==> config.mk <==
export PLATFORM = sky130hd
export DESIGN_NAME = fifo_fwft
export DESIGN_NICKNAME = d
export VERILOG_FILES = /design/src/rtl/fifo_fwft_pkg.sv /design/src/rtl/fifo_fwft_sdpram.sv /design/src/rtl/fifo_fwft.sv
export SDC_FILE = /design/constraint.sdc
export NUM_CORES = 1
export LEC_CHECK = 0
export BUFFER_PORTS_ARGS = -buffer_cell sky130_fd_sc_hd__clkbuf_2
export CAP_MARGIN = 10
export CORE_AREA = 2 2 386 197
export CTS_CLUSTER_DIAMETER = 30
export DETAILED_ROUTE_END_ITERATION = 8
export DIE_AREA = 0 0 388 199
export PLACE_DENSITY_LB_ADDON = 0.05
export SLEW_MARGIN = 20
export SYNTH_ARGS = -nofsm -noshare
export SYNTH_HDL_FRONTEND = slang
export SYNTH_SLANG_ARGS = --single-unit
==> constraint.sdc <==
create_clock -name i_clk -period 4.8 [get_ports i_clk]
set_input_delay 1.2 -clock i_clk [delete_from_list [all_inputs] [get_ports i_clk]]
set_output_delay 1.2 -clock i_clk [all_outputs]
set_load 0.02 [all_outputs]
==> src/rtl/fifo_fwft_pkg.sv <==
// ---------------------------------------------------------------------------
// fifo_fwft_pkg
// Shared types and helpers for the fifo_fwft block:
//   level_flags_t    : registered occupancy flags (full / almost full / almost empty)
//   decode_level()   : occupancy -> level flags for a given depth and thresholds
//   params_legal()   : elaboration-time legality check of the block parameters
// ---------------------------------------------------------------------------
package fifo_fwft_pkg;

  typedef struct packed {
    logic full;
    logic almost_full;
    logic almost_empty;
  } level_flags_t;

  // Occupancy flags for a given word count.
  function automatic level_flags_t decode_level(
    input int unsigned count,
    input int unsigned depth,
    input int unsigned afull_th,
    input int unsigned aempty_th
  );
    level_flags_t flags;
    flags.full         = (count == depth);
    flags.almost_full  = (count >= afull_th);
    flags.almost_empty = (count <= aempty_th);
    return flags;
  endfunction

  // Thresholds must fall inside 1..DEPTH (almost full) and 0..DEPTH-1 (almost empty).
  function automatic logic params_legal(
    input int unsigned adepth,
    input int unsigned fwft,
    input int unsigned afull_th,
    input int unsigned aempty_th
  );
    int unsigned depth;
    depth = 32'd1 << adepth;
    return (adepth >= 32'd1) && (adepth <= 32'd30) && (fwft <= 32'd1) &&
           (afull_th >= 32'd1) && (afull_th <= depth) &&
           (aempty_th <= depth - 32'd1);
  endfunction

endpackage

==> src/rtl/fifo_fwft_sdpram.sv <==
// ---------------------------------------------------------------------------
// fifo_fwft_sdpram
// Simple dual-port RAM, DWIDTH x 2^ADEPTH, one write port and one read port
// with a 1-cycle registered read. The array itself is never cleared; only the
// read data register is reset.
// Ports:
//   i_clk, i_rst            : clock, synchronous active-high reset (read register)
//   i_wr_en/i_wr_addr/i_wr_data : write port
//   i_rd_en/i_rd_addr       : read request; o_rd_data valid the cycle after
//   o_rd_data               : registered read data, holds when i_rd_en=0
// ---------------------------------------------------------------------------
module fifo_fwft_sdpram #(
  parameter int unsigned DWIDTH = 32,
  parameter int unsigned ADEPTH = 5
) (
  input  logic              i_clk,
  input  logic              i_rst,
  input  logic              i_wr_en,
  input  logic [ADEPTH-1:0] i_wr_addr,
  input  logic [DWIDTH-1:0] i_wr_data,
  input  logic              i_rd_en,
  input  logic [ADEPTH-1:0] i_rd_addr,
  output logic [DWIDTH-1:0] o_rd_data
);

  localparam int unsigned DEPTH = 32'd1 << ADEPTH;

  logic [DWIDTH-1:0] r_mem [DEPTH];
  logic [DWIDTH-1:0] r_rd_data;

  // Storage array write.
  always_ff @(posedge i_clk) begin
    if (i_wr_en) begin
      r_mem[i_wr_addr] <= i_wr_data;
    end
  end

  // Registered read port; holds its value between reads.
  always_ff @(posedge i_clk) begin
    if (i_rst) begin
      r_rd_data <= '0;
    end else if (i_rd_en) begin
      r_rd_data <= r_mem[i_rd_addr];
    end
  end

  assign o_rd_data = r_rd_data;

endmodule

==> src/rtl/fifo_fwft.sv <==
// ---------------------------------------------------------------------------
// fifo_fwft
// Synchronous FIFO with selectable first-word-fall-through (FWFT=1) or
// standard registered-read (FWFT=0) behaviour, built around one SDPRAM.
// Ports:
//   i_clk, i_rst    : clock, synchronous active-high reset (priority over flush)
//   i_flush         : synchronous clear of contents; wr/rd ignored that cycle
//   i_wr_en, i_din  : write request and data
//   o_full, o_almost_full, o_overflow : write-side status (overflow = 1-cycle pulse)
//   i_rd_en         : read request (FWFT: acknowledge of o_dout)
//   o_dout          : read data
//   o_empty, o_almost_empty, o_underflow : read-side status (underflow = 1-cycle pulse)
//   o_count         : words held, including the FWFT output stage
// ---------------------------------------------------------------------------
module fifo_fwft
  import fifo_fwft_pkg::*;
#(
  parameter int unsigned DWIDTH    = 32,
  parameter int unsigned ADEPTH    = 5,
  parameter int unsigned FWFT      = 1,
  parameter int unsigned AFULL_TH  = (32'd1 << ADEPTH) - 32'd2,
  parameter int unsigned AEMPTY_TH = 2
) (
  input  logic              i_clk,
  input  logic              i_rst,
  input  logic              i_flush,
  input  logic              i_wr_en,
  input  logic [DWIDTH-1:0] i_din,
  output logic              o_full,
  output logic              o_almost_full,
  output logic              o_overflow,
  input  logic              i_rd_en,
  output logic [DWIDTH-1:0] o_dout,
  output logic              o_empty,
  output logic              o_almost_empty,
  output logic              o_underflow,
  output logic [ADEPTH:0]   o_count
);

  localparam int unsigned DEPTH = 32'd1 << ADEPTH;
  localparam int unsigned PW    = ADEPTH + 1;

  if (!params_legal(ADEPTH, FWFT, AFULL_TH, AEMPTY_TH)) begin : g_param_check
    $error("fifo_fwft: illegal ADEPTH/FWFT/AFULL_TH/AEMPTY_TH combination");
  end

  // Registered state.
  logic [PW-1:0]     r_wr_ptr;
  logic [PW-1:0]     r_rd_ptr;
  logic [PW-1:0]     r_count;
  level_flags_t      r_lvl;
  logic              r_empty;
  logic              r_overflow;
  logic              r_underflow;
  logic              r_ram_vld;
  logic [DWIDTH-1:0] r_dout;

  // Next-state and control wires.
  logic [PW-1:0]     w_wr_ptr_nxt;
  logic [PW-1:0]     w_rd_ptr_nxt;
  logic [PW-1:0]     w_count_nxt;
  logic [PW-1:0]     w_ram_used;
  level_flags_t      w_lvl_nxt;
  logic              w_empty_nxt;
  logic              w_overflow_nxt;
  logic              w_underflow_nxt;
  logic              w_ram_vld_nxt;
  logic [DWIDTH-1:0] w_dout_nxt;
  logic              w_wr_acc;
  logic              w_rd_acc;
  logic              w_load_out;
  logic              w_ram_wr;
  logic              w_ram_rd;
  logic [DWIDTH-1:0] w_ram_q;

  fifo_fwft_sdpram #(
    .DWIDTH (DWIDTH),
    .ADEPTH (ADEPTH)
  ) u_ram (
    .i_clk     (i_clk),
    .i_rst     (i_rst),
    .i_wr_en   (w_ram_wr && !i_rst),
    .i_wr_addr (r_wr_ptr[ADEPTH-1:0]),
    .i_wr_data (i_din),
    .i_rd_en   (w_ram_rd && !i_rst),
    .i_rd_addr (r_rd_ptr[ADEPTH-1:0]),
    .o_rd_data (w_ram_q)
  );

  // Acceptance, pointer/count update, prefetch control and flag decode.
  always_comb begin
    w_wr_acc        = i_wr_en && !r_lvl.full;
    w_rd_acc        = i_rd_en && !r_empty;
    // Words still in the RAM, not yet fetched into the read pipeline.
    w_ram_used      = r_wr_ptr - r_rd_ptr;
    w_wr_ptr_nxt    = r_wr_ptr;
    w_rd_ptr_nxt    = r_rd_ptr;
    w_count_nxt     = r_count;
    w_empty_nxt     = r_empty;
    w_overflow_nxt  = 1'b0;
    w_underflow_nxt = 1'b0;
    w_ram_vld_nxt   = r_ram_vld;
    w_dout_nxt      = r_dout;
    w_load_out      = 1'b0;
    w_ram_wr        = 1'b0;
    w_ram_rd        = 1'b0;

    if (i_flush) begin
      w_wr_ptr_nxt  = '0;
      w_rd_ptr_nxt  = '0;
      w_count_nxt   = '0;
      w_empty_nxt   = 1'b1;
      w_ram_vld_nxt = 1'b0;
      if (FWFT != 0) begin
        w_dout_nxt = '0;
      end
    end else begin
      w_overflow_nxt  = i_wr_en && r_lvl.full;
      w_underflow_nxt = i_rd_en && r_empty;
      w_ram_wr        = w_wr_acc;
      if (w_wr_acc) begin
        w_wr_ptr_nxt = r_wr_ptr + PW'(1);
      end

      unique case ({w_wr_acc, w_rd_acc})
        2'b10:   w_count_nxt = r_count + PW'(1);
        2'b01:   w_count_nxt = r_count - PW'(1);
        default: w_count_nxt = r_count;
      endcase

      if (FWFT != 0) begin
        // Output stage refills whenever it is empty or being consumed.
        w_load_out = r_empty || w_rd_acc;
        // Keep the RAM read register full so a read never leaves a bubble.
        w_ram_rd   = (w_ram_used != '0) && (!r_ram_vld || w_load_out);
        if (w_ram_rd) begin
          w_ram_vld_nxt = 1'b1;
        end else if (w_load_out) begin
          w_ram_vld_nxt = 1'b0;
        end
        if (w_load_out) begin
          w_empty_nxt = !r_ram_vld;
          if (r_ram_vld) begin
            w_dout_nxt = w_ram_q;
          end
        end
      end else begin
        w_ram_rd    = w_rd_acc;
        w_empty_nxt = (w_count_nxt == '0);
      end

      if (w_ram_rd) begin
        w_rd_ptr_nxt = r_rd_ptr + PW'(1);
      end
    end

    // Flags follow the next count so they land in the same cycle as o_count.
    w_lvl_nxt = decode_level(32'(w_count_nxt), DEPTH, AFULL_TH, AEMPTY_TH);
  end

  // State registers.
  always_ff @(posedge i_clk) begin
    if (i_rst) begin
      r_wr_ptr           <= '0;
      r_rd_ptr           <= '0;
      r_count            <= '0;
      r_lvl.full         <= 1'b0;
      r_lvl.almost_full  <= 1'b0;
      r_lvl.almost_empty <= 1'b1;
      r_empty            <= 1'b1;
      r_overflow         <= 1'b0;
      r_underflow        <= 1'b0;
      r_ram_vld          <= 1'b0;
      r_dout             <= '0;
    end else begin
      r_wr_ptr    <= w_wr_ptr_nxt;
      r_rd_ptr    <= w_rd_ptr_nxt;
      r_count     <= w_count_nxt;
      r_lvl       <= w_lvl_nxt;
      r_empty     <= w_empty_nxt;
      r_overflow  <= w_overflow_nxt;
      r_underflow <= w_underflow_nxt;
      r_ram_vld   <= w_ram_vld_nxt;
      r_dout      <= w_dout_nxt;
    end
  end

  // Standard mode reads straight from the RAM read register.
  assign o_dout         = (FWFT != 0) ? r_dout : w_ram_q;
  assign o_full         = r_lvl.full;
  assign o_almost_full  = r_lvl.almost_full;
  assign o_almost_empty = r_lvl.almost_empty;
  assign o_overflow     = r_overflow;
  assign o_underflow    = r_underflow;
  assign o_empty        = r_empty;
  assign o_count        = r_count;

endmodule
==> impl_metrics.tcl <==
set metrics [dict create \
    wl_per_cell_um 31.8 \
    status "finished, final reports clean" \
    synth_flop_cell "edfxtp_1" \
    crit_required_ps 5210 \
    grt_pass1_wl_um 154000 \
    htree_levels 4 \
    drive_above_1_share_pct 27.7 \
    postPlaceCellArea_mm2 0.0446 \
    gp_congestion 0.842 \
    arrival_ps 4000 \
    synth_area_mm2 0.0423 \
    final.period_utilization_pct 74.9 \
    final_area_mm2 0.0495 \
    fin_nets 2330 \
    post-route-drc-count 0 \
    rows 71 \
    cts_sinks 1113 \
    wl_met1_um 49700 \
    core_mm2 0.0741 \
    fin_setup_tns_ps 0 \
    ant_nets 0 \
    cts_tree "built" \
    die_y_um 199 \
    layout_commonest_cell "edfxtp_1" \
    io_buffers 80 \
    p_leak_uw 0.0156 \
    yosys.area.top_type_share_pct 72.6 \
    synthTopCellsByArea "edfxtp_1 73%, mux4_2 13%, dfxtp_1 4.2%" \
    num_vias 21965 \
    ir_drop_v 0.000356 \
    wl_met3_um 12100 \
    insertedDiodeCount 0 \
    grt_pass1_vias 21226 \
    die_width_um 388 \
    finalSetupViolCount 0 \
    ctsHoldBuffers 0 \
    hold_viol 0 \
    final_cell_mix "1024 x edfxtp_1, 235 x mux4_2, 149 x clkbuf_16" \
    async_flop_share_pct 0 \
    drv_slew 0 \
    fin_crit_ps 3590 \
    relSlewSlack_pct 25.0 \
    design.die.area_mm2 0.0772 \
    cts.path.max_buffers 3 \
    area_delta_synth_final_pct 17.0 \
    yosysWarnings 0 \
    cap_violations 0 \
    hp-class "reg2reg" \
    tightestPinTransition_ps 1120 \
    synth_top_cell_by_area "edfxtp_1" \
    grt-ovfl-total 0 \
    rsz0062_at_grt "no" \
    synthesis.nets 2151 \
    place_hpwl_um 62900 \
    yosysSeqAreaShare_pct 76.8 \
    cellPowerDensity_mw_per_mm2 494 \
    post_cts_buffers 0 \
    grt_max_degree 136 \
    cp_max_fo 17 \
    io_pins 81 \
    setup.worst_path.end_class "flip-flop" \
    fmax_mhz 278 \
    wl_um 107000 \
    synth.distinct_cells 51 \
    wl_met2_um 44200 \
    viasPerCell 6.50 \
    initial_core_util_pct 57.1 \
    fin_skew_ps 23.4 \
    cts-buffers-inserted 140 \
    avgSynthCellArea_um2 20.1 \
    critical_path_class "in2reg" \
    syn_inst 2101 \
    drt_first_iter_violations 2783 \
    cts_resized 0 \
    finalCoreUtilization_pct 66.9 \
    cts_root_buffer "clkbuf_16" \
    top_layer "met4" \
    synth_edf_count 1024 \
    antenna_found_initial 2 \
    dr.pass1.iters 6 \
    synth_seq_cells 1113 \
    clkTransAtPathRegs_ps 60 \
    grt_usage_pct 28.5 \
    cp-start-kind "input port" \
    insertion_delay_ps 710 \
]
==> worst max-delay path: stages <==
cell and delay [ps]:
clkbuf_2 90, nor2b_1 400, inv_1 230, nor2_1 280, nand2_1 650, nor2_4 850, buf_12 250
==> path summary, 6_finish.rpt <==
path / from / depth (start not counted) / slack, ps / endpoint
worst max-delay path: i_wr_en / 7 / 1210 / u_ram.r_mem[3][23]$_DFFE_PP_
worst min-delay path: o_dout[31]$_SDFFE_PP0P_ / 2 / 450 / o_dout[31]$_SDFFE_PP0P_
worst max register to register: r_rd_ptr[2]$_SDFFE_PP0P_ / 6 / 1370 / u_ram.o_rd_data[30]$_SDFFE_PP0P_
worst min register to register: o_dout[31]$_SDFFE_PP0P_ / 2 / 450 / o_dout[31]$_SDFFE_PP0P_
==> per-stage QoR <==
stage	std cells	hold slack [ps]	power [µW]	setup slack, ps
finish	3381	455	24500	1210
CTS	3381	457	24600	1280
detailed placement	3123	449	13800	546
floorplan	2101	427	12900	944
global route	3381	468	25200	1150
global placement	3123	444	13700	573
==> sequential cells by signal (all words and copies together), names as in the netlist <==
name,cells
r_wr_ptr,6
o_full,1
o_dout,32
o_underflow,1
o_almost_empty,1
r_rd_ptr,6
u_ram.o_rd_data,32
u_ram.r_mem,1024
o_empty,1
o_almost_full,1
o_count,6
r_ram_vld,1
o_overflow,1
==> power breakdown <==
group / leakage, µW / switching, µW / internal [µW]
clock: 0.00238 / 4100 / 6810
sequential: 0.00993 / 143 / 10700
combinational: 0.00327 / 1450 / 1260
==> layout make-up <==
cell class | instances | area (µm²)
inverter | 10 | 37.5
timing repair buffer | 149 | 1240
fill | 4846 | 24600
clock inverter | 87 | 1050
multi-input combinational | 866 | 9570
clock buffer | 171 | 3860
tap | 985 | 1230
sequential | 1113 | 32500
==> synthesized netlist by cell type (2+ instances only) <==
master	instances
nand3_1	17
ha_1	13
edfxtp_1	1024
buf_1	20
nand3b_1	4
nor2_1	75
and3_1	3
xor2_1	7
nand2_1	87
or2_2	3
o21ai_0	29
nand2b_1	34
nand4_1	2
a22oi_1	12
xnor2_1	7
mux2i_1	97
inv_1	9
clkbuf_1	54
nor2b_1	6
mux4_2	235
a221oi_1	4
dfxtp_1	89
buf_2	36
a21oi_1	87
a31oi_1	2
nor4_1	2
o22ai_1	63
o31ai_1	3
nor3_1	18
a21o_1	4
and2b_1	2
or3_1	7
o221ai_1	28
==> kinds of logic (layout without fill, tap and decap cells) <==
logic type / after synthesis / count (layout) / synth area share [%]
AO/OA/AOI/OAI: 241 / 241 / 3.55
flip-flops: 1113 / 1113 / 76.8
AND/OR/NAND/NOR: 265 / 265 / 2.89
buffers and inverters: 122 / 417 / 1.21
multiplexers: 333 / 333 / 14.8
XOR/XNOR: 14 / 14 / 0.290
adder cells (fa/ha/maj): 13 / 13 / 0.384
==> metal layers <==
layer | vias to the layer above | track usage, %
met3 | 111 | 8.19
met1 | 11580 | 47.1
met4 | 0 | 5.82
li1 | 9043 | -
met5 | - | 0
met2 | 1231 | 37.6
No activity file was read; power rests on OpenSTA's default activity.
